$ cat src/rtl/regfile_write_arbiter_pkg.sv
// Shared processor constants for the register-file write arbiter.
// Widths, default requester count and pointer sizing helper.
package regfile_write_arbiter_pkg;

    localparam int NREQ_DEF = 3;
    localparam int DW_DEF   = 16;
    localparam int AW_DEF   = 3;
    localparam int NREGS    = 8;

    function automatic int ptr_w(input int n);
        return (n > 1) ? $clog2(n) : 1;
    endfunction

endpackage

$ cat src/rtl/regfile_write_arbiter_if.sv
// Requester-side bundle: packed per-requester valid/addr/data with
// a one-hot ready returned by the arbiter.
interface regfile_write_arbiter_if
    import regfile_write_arbiter_pkg::*;
#(
    parameter int NREQ = NREQ_DEF,
    parameter int AW   = AW_DEF,
    parameter int DW   = DW_DEF
);

    logic [NREQ-1:0]    req_valid;
    logic [NREQ*AW-1:0] req_addr;
    logic [NREQ*DW-1:0] req_data;
    logic [NREQ-1:0]    req_ready;

    modport master (
        output req_valid,
        output req_addr,
        output req_data,
        input  req_ready
    );

    modport slave (
        input  req_valid,
        input  req_addr,
        input  req_data,
        output req_ready
    );

endinterface

$ cat src/rtl/regfile_write_arbiter_rr_arbiter.sv
// Combinational round-robin pick: search from ptr_i upward with wrap,
// first set request wins; returns one-hot grant plus its index.
module rr_arbiter
    import regfile_write_arbiter_pkg::*;
#(
    parameter  int NREQ = NREQ_DEF,
    localparam int PW   = ptr_w(NREQ)
) (
    input  logic [NREQ-1:0] req_i,
    input  logic [PW-1:0]   ptr_i,
    output logic [NREQ-1:0] gnt_o,
    output logic [PW-1:0]   gnt_idx_o,
    output logic            gnt_vld_o
);

    int j;

    always_comb begin
        gnt_o     = '0;
        gnt_idx_o = '0;
        gnt_vld_o = 1'b0;
        j         = 0;
        for (int k = 0; k < NREQ; k++) begin
            j = (int'(ptr_i) + k) % NREQ;
            if (!gnt_vld_o && req_i[j]) begin
                gnt_vld_o = 1'b1;
                gnt_o[j]  = 1'b1;
                gnt_idx_o = PW'(j);
            end
        end
    end

endmodule

$ cat src/rtl/regfile_write_arbiter.sv
// Round-robin arbiter merging several write requesters onto the single
// register-file write port, with a one-entry output stage and forwarding.
module regfile_write_arbiter
    import regfile_write_arbiter_pkg::*;
#(
    parameter int NREQ = NREQ_DEF,
    parameter int DW   = DW_DEF,
    parameter int AW   = AW_DEF
) (
    input  logic                  clk,
    input  logic                  reset,
    regfile_write_arbiter_if.slave req,
    input  logic                  stall,
    output logic                  write,
    output logic [AW-1:0]         writeAdd,
    output logic [DW-1:0]         in,
    input  logic [AW-1:0]         readAdd1,
    input  logic [AW-1:0]         readAdd2,
    output logic                  fwd1_hit,
    output logic                  fwd2_hit,
    output logic [DW-1:0]         fwd_data
);

    localparam int PW = ptr_w(NREQ);

    logic [PW-1:0]   rr_ptr_q, rr_ptr_d;
    logic            wr_vld_q, wr_vld_d;
    logic [AW-1:0]   wr_addr_q, wr_addr_d;
    logic [DW-1:0]   wr_data_q, wr_data_d;

    logic [NREQ-1:0] arb_req;
    logic [NREQ-1:0] gnt;
    logic [PW-1:0]   gnt_idx;
    logic            gnt_vld;

    // Holding the grant off during reset keeps req_ready low as well.
    assign arb_req = req.req_valid & {NREQ{~stall & reset}};

    rr_arbiter #(
        .NREQ (NREQ)
    ) u_rr_arbiter (
        .req_i     (arb_req),
        .ptr_i     (rr_ptr_q),
        .gnt_o     (gnt),
        .gnt_idx_o (gnt_idx),
        .gnt_vld_o (gnt_vld)
    );

    assign req.req_ready = gnt;

    always_comb begin
        rr_ptr_d  = rr_ptr_q;
        wr_vld_d  = gnt_vld;
        wr_addr_d = wr_addr_q;
        wr_data_d = wr_data_q;
        if (gnt_vld) begin
            wr_addr_d = req.req_addr[int'(gnt_idx)*AW +: AW];
            wr_data_d = req.req_data[int'(gnt_idx)*DW +: DW];
            if (int'(gnt_idx) == NREQ - 1) begin
                rr_ptr_d = '0;
            end else begin
                rr_ptr_d = gnt_idx + PW'(1);
            end
        end
    end

    always_ff @(posedge clk or negedge reset) begin
        if (!reset) begin
            rr_ptr_q  <= '0;
            wr_vld_q  <= 1'b0;
            wr_addr_q <= '0;
            wr_data_q <= '0;
        end else begin
            rr_ptr_q  <= rr_ptr_d;
            wr_vld_q  <= wr_vld_d;
            wr_addr_q <= wr_addr_d;
            wr_data_q <= wr_data_d;
        end
    end

    assign write    = ~wr_vld_q;
    assign writeAdd = wr_addr_q;
    assign in       = wr_data_q;
    assign fwd_data = wr_data_q;
    assign fwd1_hit = wr_vld_q && (readAdd1 == wr_addr_q);
    assign fwd2_hit = wr_vld_q && (readAdd2 == wr_addr_q);

endmodule

$ cat src/flat_wrapper.sv
// flat-port wrapper written by rule: the top's interface ports become plain ports
module regfile_write_arbiter_flat import regfile_write_arbiter_pkg::*;
#(
    parameter int NREQ = NREQ_DEF,
    parameter int DW   = DW_DEF,
    parameter int AW   = AW_DEF
)
  (clk, reset, stall, write, writeAdd, in, readAdd1, readAdd2, fwd1_hit, fwd2_hit, fwd_data, req_req_valid, req_req_addr, req_req_data, req_req_ready);
  regfile_write_arbiter_if #(.NREQ(NREQ), .AW(AW), .DW(DW)) req_i ();
  input  logic clk;
  input  logic reset;
  input  logic stall;
  output logic write;
  output logic [AW-1:0] writeAdd;
  output logic [DW-1:0] in;
  input  logic [AW-1:0] readAdd1;
  input  logic [AW-1:0] readAdd2;
  output logic fwd1_hit;
  output logic fwd2_hit;
  output logic [DW-1:0] fwd_data;
  input wire logic [$bits(req_i.req_valid)-1:0] req_req_valid;
  input wire logic [$bits(req_i.req_addr)-1:0] req_req_addr;
  input wire logic [$bits(req_i.req_data)-1:0] req_req_data;
  output wire logic [$bits(req_i.req_ready)-1:0] req_req_ready;
  assign req_i.req_valid = req_req_valid;
  assign req_i.req_addr = req_req_addr;
  assign req_i.req_data = req_req_data;
  assign req_req_ready = req_i.req_ready;
  regfile_write_arbiter #(.NREQ(NREQ), .DW(DW), .AW(AW)) u_core (.clk(clk), .reset(reset), .req(req_i), .stall(stall), .write(write), .writeAdd(writeAdd), .in(in), .readAdd1(readAdd1), .readAdd2(readAdd2), .fwd1_hit(fwd1_hit), .fwd2_hit(fwd2_hit), .fwd_data(fwd_data));
endmodule
$ cat config.mk
export PLATFORM = sky130hd
export DESIGN_NAME = regfile_write_arbiter_flat
export DESIGN_NICKNAME = d
export VERILOG_FILES = /design/src/rtl/regfile_write_arbiter_pkg.sv /design/src/rtl/regfile_write_arbiter_if.sv /design/src/rtl/regfile_write_arbiter_rr_arbiter.sv /design/src/rtl/regfile_write_arbiter.sv /design/src/flat_wrapper.sv
export SDC_FILE = /design/constraint.sdc
export NUM_CORES = 1
export LEC_CHECK = 0
export CAP_MARGIN = 20
export CORE_MARGIN = 1
export CORE_UTILIZATION = 55
export DETAILED_ROUTE_END_ITERATION = 8
export DONT_BUFFER_PORTS = 1
export GPL_ROUTABILITY_DRIVEN = 0
export PLACE_DENSITY = 0.7
export SLEW_MARGIN = 30
export SYNTH_ARGS = -nofsm -noshare
export SYNTH_HDL_FRONTEND = slang
export SYNTH_SLANG_ARGS = --single-unit
$ cat constraint.sdc
create_clock -name clk -period 2.8 [get_ports clk]
set_input_delay 0.14 -clock clk [delete_from_list [all_inputs] [get_ports clk]]
set_output_delay 0.14 -clock clk [all_outputs]
set_load 0.1 [all_outputs]
## After elaboration in Yosys (flattened, before gate mapping)

Cells that the tools add are included.

| word-level totals | value |
|---|---|
| bits in registers | 22 |
| latch bits | 0 |
| bits in read-only memories | 0 |
| input port bits | 69 |
| memories | 0 |
| logic and storage cells | 62 |
| memory bits (writable) | 0 |

| operators by class | value |
|---|---|
| eq/ne operators | 3 |
| multipliers | 1 |
| shift-type cells | 2 |
| mux-type cells | 25 |
| $lt $le $gt $ge | 6 |
| reductions and logical operators | 9 |
| add/sub/neg operators | 3 |
| divide/modulo/power cells | 3 |
| bitwise operators | 6 |

Operators by type and width:

| operator | count |
|---|---|
| $ge 32x1->1 const B | 3 |
| $lt 32x4->1 const B | 3 |
| $mod 32x3->32 const B | 2 |
| $shiftx 48x7->16 | 1 |
| $mod 3x3->32 const B | 1 |
| $shiftx 9x32->3 | 1 |
| $mux 1 | 12 |
| $mux 3 | 3 |
| $mux 2 | 4 |
| $logic_and 1x1->1 | 7 |
| $bmux 1 s2 | 3 |
| $demux 1 s2 | 3 |
| $eq 3x3->1 | 2 |
| $or 3x3->3 | 2 |
| $mul 2x2->4 const B | 1 |
| $add 2x1->3 const B | 1 |
| $add 2x2->3 const B | 1 |
| $and 3x3->3 | 1 |
| $add 2x1->2 const B | 1 |
| $eq 2x2->1 const B | 1 |
| $logic_not 1->1 | 2 |
| $not 1->1 | 2 |
| $and 1x1->1 | 1 |

## Logic depth before layout (Yosys ltp)

Gate-level depths: netlist (run 1).

| logic depth | value |
|---|---|
| depth after elaboration | 15 |
| gate-level depth with buffers | 10 |
| mapped depth without buffers | 8 |

## Cells and area by module

Synthesis (run 1) repeated with hierarchy kept, for this count alone.

| unflattened totals | value |
|---|---|
| cell total of the unflattened synthesis | 198 |
| area total of the unflattened synthesis | 1995.7 µm² |

Modules (own cells, without submodules):

| module | area each (µm²) | cells an instance | sequential area each (µm²) | instances |
|---|---|---|---|---|
| regfile_write_arbiter | 1614.0 | 146 | 550.5 | 1 |
| rr_arbiter | 381.6 | 52 | 0.0 | 1 |

## Worst setup path after synthesis (run 1)

OpenSTA, ideal clock, no wires.

| timing path | value |
|---|---|
| path type | flip-flop to output port |
| from | register u_core.wr_addr_q[2], in the netlist u_core.writeAdd[2] |
| to | output fwd1_hit |
| arrival time | 4.046 ns |
| data required time | 2.660 ns |
| setup slack | -1.386 ns |
| cell stages (with the launch flop) | 3 |
| cells stage by stage | dfrtp_1 > xor2_1 > nor4_1 |

| on the way | value |
|---|---|
| longest elaborated chain between the ends | 2 |

RTL lines:

| what | RTL line | RTL |
|---|---|---|
| start, declared | regfile_write_arbiter.sv:28 | `logic [AW-1:0] wr_addr_q, wr_addr_d;` |
| start signal, assigned | regfile_write_arbiter.sv:76 | `wr_addr_q <= wr_addr_d;` |
| $eq 3x3->1 | regfile_write_arbiter.sv:85 | `assign fwd1_hit = wr_vld_q && (readAdd1 == wr_addr_q);` |
| $logic_and 1x1->1 | regfile_write_arbiter.sv:85 |  |
| end, declared | flat_wrapper.sv:18 | `output logic fwd1_hit;` |

No other way between the ends.

## Worst setup path in the final report (run 1)

| timing path | value |
|---|---|
| from | register u_core.rr_ptr_q[0] |
| to | output req_req_ready[0] |

| on the way | value |
|---|---|
| longest elaborated chain between the ends | 11 |

RTL lines:

| what | RTL line | RTL |
|---|---|---|
| start, declared | regfile_write_arbiter.sv:26 | `logic [PW-1:0] rr_ptr_q, rr_ptr_d;` |
| start signal, assigned | regfile_write_arbiter.sv:74 | `rr_ptr_q <= rr_ptr_d;` |
| branches (longest 10 deep; another with $mod 32x3->32) | n/a |  |
| $mux 3 * | regfile_write_arbiter_rr_arbiter.sv:25 | `if (!gnt_vld_o && req_i[j]) begin` |
| end, declared | flat_wrapper.sv:24 | `output wire logic [$bits(req_i.req_ready)-1:0] req_req_ready;` |

Mark *: on every way between the ends. The select of a mux whose other input is x is not followed.

==> impl_metrics.xml, run 1 <==
<?xml version="1.0" encoding="UTF-8"?>
<metrics>
  <group name="status">
    <metric name="outcome" unit="">completed</metric>
  </group>
  <group name="placement">
    <metric name="detailedPlacementHpwl" unit="microns">3000</metric>
    <metric name="pre_cts_slack" unit="ns">0.332</metric>
    <metric name="number_of_buffers_inserted_by_port_buffering" unit="">0</metric>
  </group>
  <group name="route">
    <metric name="firstDrtPassIters" unit="">4</metric>
    <metric name="routed_wirelength" unit="microns">4150</metric>
    <metric name="ant_nets" unit="">0</metric>
    <metric name="detail_route.vias_per_cell" unit="">5.98</metric>
    <metric name="route.detailed.drc" unit="">0</metric>
    <metric name="drtIter0Drc" unit="">48</metric>
    <metric name="routed_wire_per_std_cell" unit="microns">17.5</metric>
    <metric name="vias" unit="">1417</metric>
  </group>
  <group name="setup_path">
    <metric name="worstPathCellList" unit="">inv_1 -&gt; ha_2 -&gt; mux2_1 -&gt; mux2i_1 -&gt; nand2b_1 -&gt; o21ai_0 -&gt; mux2_4</metric>
    <metric name="critPathLaunchType" unit="">register</metric>
    <metric name="critical-path-max-stage-delay" unit="ns">0.42</metric>
    <metric name="crit_path_top_delay_cell" unit="">sky130_fd_sc_hd__dfrtp_1</metric>
    <metric name="cp-end-kind" unit="">output pin</metric>
    <metric name="cp.arrival" unit="ns">2.47</metric>
    <metric name="worst-endpoint-required" unit="ns">2.66</metric>
    <metric name="critPathKind" unit="">register to output pin</metric>
    <metric name="critPathMaxFanout" unit="">10</metric>
    <metric name="critical_path.n_buffers_inverters" unit="">1</metric>
    <metric name="path_delay_family" unit="">multiplexers</metric>
  </group>
  <group name="finish">
    <metric name="mostFrequentLayoutCell" unit="">sky130_fd_sc_hd__buf_4</metric>
    <metric name="final_layout_size_suffix_gt1_share" unit="%">40.4</metric>
    <metric name="antenna-diode-count" unit="">0</metric>
    <metric name="most_frequent_cells_in_the_layout" unit="">sky130_fd_sc_hd__buf_4 (26), sky130_fd_sc_hd__mux2i_1 (21), sky130_fd_sc_hd__dfrtp_2 (16)</metric>
    <metric name="area_growth_syn_to_layout" unit="%">14.3</metric>
    <metric name="number_of_nets_in_the_finished_design" unit="">267</metric>
    <metric name="finalCoreUtilization" unit="%">67.1</metric>
    <metric name="area.sequential" unit="sq um">571</metric>
    <metric name="fillers" unit="">252</metric>
    <metric name="multi_input_area" unit="sq um">1080</metric>
  </group>
  <group name="sta">
    <metric name="setup_violations" unit="">0</metric>
    <metric name="unrepaired_setup_endpoints_after_global_routing" unit="">no</metric>
    <metric name="tightest_slew" unit="ns">0.982</metric>
    <metric name="timing.max_slew.rel_slack" unit="%">34.5</metric>
    <metric name="clock-skew-final" unit="ns">0.00319</metric>
    <metric name="final_period_minus_worst_setup_slack" unit="ns">2.61</metric>
    <metric name="final-max-slew-violation-count" unit="">0</metric>
    <metric name="max_clock_freq" unit="MHz">383</metric>
    <metric name="hold_viol_final" unit="">0</metric>
    <metric name="finalCritPeriodShare" unit="%">93.3</metric>
    <metric name="setup-tns-final" unit="ns">0</metric>
    <metric name="final_layout_worst_hold_slack" unit="ns">0.00926</metric>
    <metric name="timing.final.ws_setup" unit="ns">0.186</metric>
  </group>
  <group name="die">
    <metric name="fp-row-count" unit="">20</metric>
    <metric name="fp.coreArea" unit="sq um">3080</metric>
    <metric name="floorplan.die_area" unit="sq um">3520</metric>
    <metric name="floorplan.die.width" unit="microns">59.3</metric>
    <metric name="ports_placed_on_the_boundary" unit="">110</metric>
    <metric name="floorplan.initialDensity" unit="%">58.7</metric>
    <metric name="die_h" unit="microns">59.3</metric>
  </group>
  <group name="global_routing">
    <metric name="grt_max_degree" unit="">23</metric>
    <metric name="global_route.usage.total" unit="%">24.3</metric>
    <metric name="first_pass_grt_wire_length" unit="microns">6380</metric>
    <metric name="first_global_vias" unit="">1391</metric>
    <metric name="initial_antenna_violation_count" unit="">0</metric>
    <metric name="grt_overflow_total" unit="">0</metric>
  </group>
  <group name="clock_network">
    <metric name="cts_root_buffer" unit="">sky130_fd_sc_hd__clkbuf_4</metric>
    <metric name="numCtsBuffers" unit="">3</metric>
    <metric name="cts.sink_count" unit="">22</metric>
    <metric name="cts_tree" unit="">yes</metric>
    <metric name="clk_latency" unit="ns">0.30</metric>
    <metric name="worst_setup_hold_path_clk_slew" unit="ns">0.13</metric>
    <metric name="clock_path_buffers" unit="">2</metric>
    <metric name="cts_htree_levels" unit="">1</metric>
  </group>
  <group name="yosys">
    <metric name="postSynth.asyncResetShare" unit="%">100</metric>
    <metric name="synth_seq_cells" unit="">22</metric>
    <metric name="synth-seq-area-share" unit="%">30.5</metric>
    <metric name="post_synth_num_cell_types" unit="">38</metric>
    <metric name="synth_fp_nets" unit="">251</metric>
    <metric name="post_synthesis_instance_area" unit="sq um">1810</metric>
    <metric name="avgSynthCellArea" unit="sq um">10.2</metric>
    <metric name="ys.warnings.count" unit="">0</metric>
    <metric name="synth_edf_count" unit="">0</metric>
    <metric name="synthFlopType" unit="">sky130_fd_sc_hd__dfrtp_1</metric>
    <metric name="netlist_instances" unit="">178</metric>
  </group>
  <group name="min_path">
    <metric name="hold_class" unit="">primary input to register</metric>
  </group>
  <group name="job">
    <metric name="max_cap_violations" unit="">0</metric>
  </group>
</metrics>
per-stage QoR:
step | instances | cell area [sq um]
finish | 237 | 2060
global route | 237 | 2060
CTS | 236 | 2050
detailed placement | 222 | 1920
global placement | 222 | 1920
floorplan | 178 | 1840
state kept, by name, indices dropped and copies added (netlist names):
signal	count
u_core.fwd_data	16
u_core.writeAdd	3
u_core.rr_ptr_q	2
u_core.wr_vld_q	1
cell usage after synthesis (3+ instances only):
cell type	instances	area share (%)
sky130_fd_sc_hd__nand3_1	3	0.83
sky130_fd_sc_hd__nor4_1	4	1.4
sky130_fd_sc_hd__buf_6	4	2.5
sky130_fd_sc_hd__ha_1	4	2.8
sky130_fd_sc_hd__a211oi_2	10	6.9
sky130_fd_sc_hd__nand2_1	3	0.62
sky130_fd_sc_hd__o21ai_1	10	2.8
sky130_fd_sc_hd__mux2i_1	21	12
sky130_fd_sc_hd__dfrtp_1	22	30
sky130_fd_sc_hd__nand2b_1	5	1.7
sky130_fd_sc_hd__nor2b_1	3	1.0
sky130_fd_sc_hd__buf_2	3	0.83
sky130_fd_sc_hd__nor2_1	12	2.5
sky130_fd_sc_hd__a22oi_1	9	3.7
sky130_fd_sc_hd__nor3_2	10	5.5
sky130_fd_sc_hd__buf_4	19	7.9
sky130_fd_sc_hd__inv_1	4	0.83
sky130_fd_sc_hd__xor2_1	6	2.9
cell type report:
cell class,instances,area share (%)
Tap cell,44,2.67
Inverter,5,0.909
Clock buffer,4,1.76
Multi-Input combinational cell,125,52.5
Timing Repair Buffer,37,14.5
Sequential cell,22,27.6
kinds of logic (layout without fill, tap and decap cells):
logic type / Yosys count / after routing / share of synthesized area [%]
buffers and inverters: 31 / 46 / 12.3
multiplexers: 24 / 24 / 13.6
AND/OR/NAND/NOR: 46 / 46 / 16.8
adder cells (fa/ha/maj): 4 / 4 / 2.77
flip-flops: 22 / 22 / 30.5
XOR/XNOR: 6 / 6 / 2.91
AO/OA/AOI/OAI: 45 / 45 / 21.2
layer usage:
layer / routed length (microns) / share of wire (%) / global-route usage [%] / vias to the layer above
met5: 0 / 0 / 0 / -
met4: 41 / 0.99 / 9.18 / 0
met3: 240 / 5.8 / 3.28 / 4
met2: 2270 / 55 / 42.5 / 65
met1: 1590 / 38 / 30.2 / 679
li1: - / - / - / 669
worst register-to-register path, cell delays in order (launching register included):
cell and delay, ns:
sky130_fd_sc_hd__dfrtp_1 0.43, sky130_fd_sc_hd__inv_1 0.09, sky130_fd_sc_hd__ha_1 0.35, sky130_fd_sc_hd__mux2i_1 0.27, sky130_fd_sc_hd__o32a_1 0.31, sky130_fd_sc_hd__o211a_4 0.29, sky130_fd_sc_hd__buf_4 0.29, sky130_fd_sc_hd__nor2_8 0.11
sky130_fd_sc_hd__a211oi_2 0.22
repair_timing:
item                                    4_1_cts  5_1_grt
resized for setup                             0        2
endpoints found under the hold margin        31       22
endpoints found under the setup margin        0        1
hold buffers                                 10        1
setup buffers                                 0        0
path summary, 6_finish.rpt:
path / end / depth (start not counted) / slack (ns) / start
setup / recovery: req_req_ready[0] / 7 / 0.19 / u_core.rr_ptr_q[0]
hold / removal: u_core.writeAdd[1] / 2 / 0.009 / req_req_addr[1]
setup reg to reg: u_core.fwd_data[7] / 8 / 0.36 / u_core.rr_ptr_q[1]
hold reg to reg: u_core.fwd_data[2] / 2 / 0.56 / u_core.fwd_data[2]
max in group asynchronous: u_core.fwd_data[14] / 2 / 2.12 / reset
min in group asynchronous: u_core.rr_ptr_q[1] / 2 / 0.32 / reset
Power of run 1 is not shown: default switching activity piles up to over one toggle a cycle in this logic, so the estimate is an artifact.
==> inputs of run 2 (changes only) <==
- RECOVER_POWER: default -> 100
==> run 2 against run 1 <==
Effect of this change: critical path type unchanged; register-to-register slack worse by 0.10 ns; first-iteration DRC count is 19% higher; hold slack better by 0.020 ns; die area stayed put.
==> impl_metrics.xml, run 2 (synthesis gave the netlist of run 1 again) <==
<?xml version="1.0" encoding="UTF-8"?>
<metrics>
  <group name="clock_network">
    <metric name="cts_root_buffer" unit="">sky130_fd_sc_hd__clkbuf_4</metric>
    <metric name="cts.sink_count" unit="">22</metric>
    <metric name="numCtsBuffers" unit="">3</metric>
    <metric name="cts_setup_buffers" unit="">0</metric>
    <metric name="cts_tree" unit="">yes</metric>
    <metric name="cts_htree_levels" unit="">1</metric>
    <metric name="clk_latency" unit="ns">0.30</metric>
    <metric name="clock_path_buffers" unit="">2</metric>
    <metric name="worst_setup_hold_path_clk_slew" unit="ns">0.12</metric>
  </group>
  <group name="global_routing">
    <metric name="grt_overflow_total" unit="">0</metric>
    <metric name="first_global_vias" unit="">1391</metric>
    <metric name="first_pass_grt_wire_length" unit="microns">6380</metric>
    <metric name="initial_antenna_violation_count" unit="">0</metric>
    <metric name="global_route.usage.total" unit="%">24.3</metric>
    <metric name="grt_max_degree" unit="">23</metric>
  </group>
  <group name="min_path">
    <metric name="timing.hold.worst_path_depth" unit="">2</metric>
    <metric name="hold_class" unit="">primary input to register</metric>
    <metric name="holdPathEnd" unit="">u_core.writeAdd[1]</metric>
    <metric name="hp-start" unit="">req_req_addr[1]</metric>
  </group>
  <group name="setup_path">
    <metric name="cp-end-kind" unit="">output pin</metric>
    <metric name="rrSetupSlack" unit="ns">0.26</metric>
    <metric name="worst_r2r_path_depth" unit="">8</metric>
    <metric name="rr_startpoint" unit="">u_core.rr_ptr_q[1]</metric>
    <metric name="critPathLaunchType" unit="">register</metric>
    <metric name="crit_path_top_delay_cell" unit="">sky130_fd_sc_hd__clkbuf_1</metric>
    <metric name="critical_path.n_buffers_inverters" unit="">2</metric>
    <metric name="cp.arrival" unit="ns">2.52</metric>
    <metric name="critical-path-max-stage-delay" unit="ns">0.97</metric>
    <metric name="worstPathCellList" unit="">clkbuf_1 -&gt; xor2_1 -&gt; nor4_4 -&gt; clkbuf_4</metric>
    <metric name="critPathKind" unit="">register to output pin</metric>
    <metric name="crit-reg2reg-capture" unit="">u_core.fwd_data[13]</metric>
    <metric name="path_delay_family" unit="">buffers and inverters</metric>
    <metric name="critPathMaxFanout" unit="">4</metric>
    <metric name="worst-endpoint-required" unit="ns">2.66</metric>
  </group>
  <group name="sta">
    <metric name="unrepaired_setup_endpoints_after_global_routing" unit="">no</metric>
    <metric name="hold_viol_final" unit="">0</metric>
    <metric name="max_clock_freq" unit="MHz">376</metric>
    <metric name="setup-tns-final" unit="ns">0</metric>
    <metric name="final_period_minus_worst_setup_slack" unit="ns">2.66</metric>
    <metric name="timing.max_slew.rel_slack" unit="%">8.09</metric>
    <metric name="clock-skew-final" unit="ns">0.000798</metric>
    <metric name="tightest_slew" unit="ns">1.38</metric>
    <metric name="setup_violations" unit="">0</metric>
    <metric name="final-max-slew-violation-count" unit="">0</metric>
    <metric name="finalCritPeriodShare" unit="%">94.9</metric>
  </group>
  <group name="route">
    <metric name="routed_wire_per_std_cell" unit="microns">17.4</metric>
    <metric name="wirelength_met1" unit="microns">1590</metric>
    <metric name="wl_met3" unit="microns">252</metric>
    <metric name="detail_route.vias_per_cell" unit="">5.94</metric>
    <metric name="routed_wirelength" unit="microns">4130</metric>
    <metric name="vias" unit="">1407</metric>
    <metric name="drtIter0Drc" unit="">57</metric>
    <metric name="dr.max_layer_used" unit="">met4</metric>
    <metric name="firstDrtPassIters" unit="">4</metric>
    <metric name="route.detailed.drc" unit="">0</metric>
    <metric name="ant_nets" unit="">0</metric>
    <metric name="dr_wl_met2" unit="microns">2240</metric>
  </group>
  <group name="die">
    <metric name="die_h" unit="microns">59.3</metric>
    <metric name="floorplan.initialDensity" unit="%">58.7</metric>
    <metric name="fp-row-count" unit="">20</metric>
    <metric name="floorplan.die_area" unit="sq um">3520</metric>
    <metric name="ports_placed_on_the_boundary" unit="">110</metric>
    <metric name="floorplan.die.width" unit="microns">59.3</metric>
    <metric name="fp.coreArea" unit="sq um">3080</metric>
  </group>
  <group name="finish">
    <metric name="largest_register_ff_count" unit="">16</metric>
    <metric name="number_of_nets_in_the_finished_design" unit="">267</metric>
    <metric name="area_growth_syn_to_layout" unit="%">10.9</metric>
    <metric name="mostFrequentLayoutCell" unit="">sky130_fd_sc_hd__mux2i_1</metric>
    <metric name="antenna-diode-count" unit="">0</metric>
    <metric name="final_layout_size_suffix_gt1_share" unit="%">37.3</metric>
    <metric name="most_frequent_cells_in_the_layout" unit="">sky130_fd_sc_hd__mux2i_1 (21), sky130_fd_sc_hd__clkbuf_2 (16), sky130_fd_sc_hd__dfrtp_2 (16)</metric>
  </group>
  <group name="placement">
    <metric name="number_of_buffers_inserted_by_port_buffering" unit="">0</metric>
    <metric name="detailedPlacementHpwl" unit="microns">3000</metric>
  </group>
  <group name="job">
    <metric name="max_cap_violations" unit="">0</metric>
  </group>
  <group name="status">
    <metric name="outcome" unit="">completed</metric>
  </group>
</metrics>
## run 2: cell count changes in the layout (fill, tap and decap cells not counted), sizes merged
cell | previous run | this run
clkbuf | 4 | 26
buf | 27 | 5
## run 2: timing repair
action	in CTS	in global routing
resized for setup	0	2
endpoints found under the setup margin	0	1
hold buffers	10	1
hold endpoints to repair	31	22
## run 2: through the flow
step           utilization, %  area, sq um  hold WS (ns)  instances  setup WS, ns
2_1_floorplan               -         1840        -0.156        178         0.360
3_3_place_gp             62.3         1920        -0.155        222         0.451
3_5_place_dp             62.3         1920        -0.155        222         0.332
4_1_cts                  66.7         2050        0.0127        236        0.0637
5_1_grt                  65.1         2000        0.0508        237        0.0354
6_report                 65.1         2000        0.0297        237         0.141
## run 2: layout make-up
class                      instances  area, sq um
multi-input combinational        125         1080
tap                               44         55.1
fill                             264         1070
clock buffer                       4         36.3
inverter                           5         18.8
sequential                        22          571
timing repair buffer              37          245
## run 2: routing by layer
layer / track usage, % / up-vias
met1: 30.2 / 668
met3: 3.28 / 4
li1: - / 670
met5: 0 / -
met2: 42.5 / 65
met4: 9.18 / 0
## run 2: how the worst max path moves through the flow
stage                                  start            endpoint  slack (ns)  cells past startpoint
final                     u_core.writeAdd[2]            fwd2_hit        0.14                      4
after global routing      u_core.writeAdd[2]            fwd2_hit        0.04                      4
after floorplan           u_core.writeAdd[2]            fwd1_hit        0.36                      2
after detailed placement  u_core.rr_ptr_q[0]  u_core.fwd_data[1]        0.33                      8
after global placement    u_core.rr_ptr_q[0]  u_core.fwd_data[7]        0.45                      8
after CTS                 u_core.rr_ptr_q[0]    req_req_ready[0]        0.06                      7
Power of run 2 is left out for the same reason.
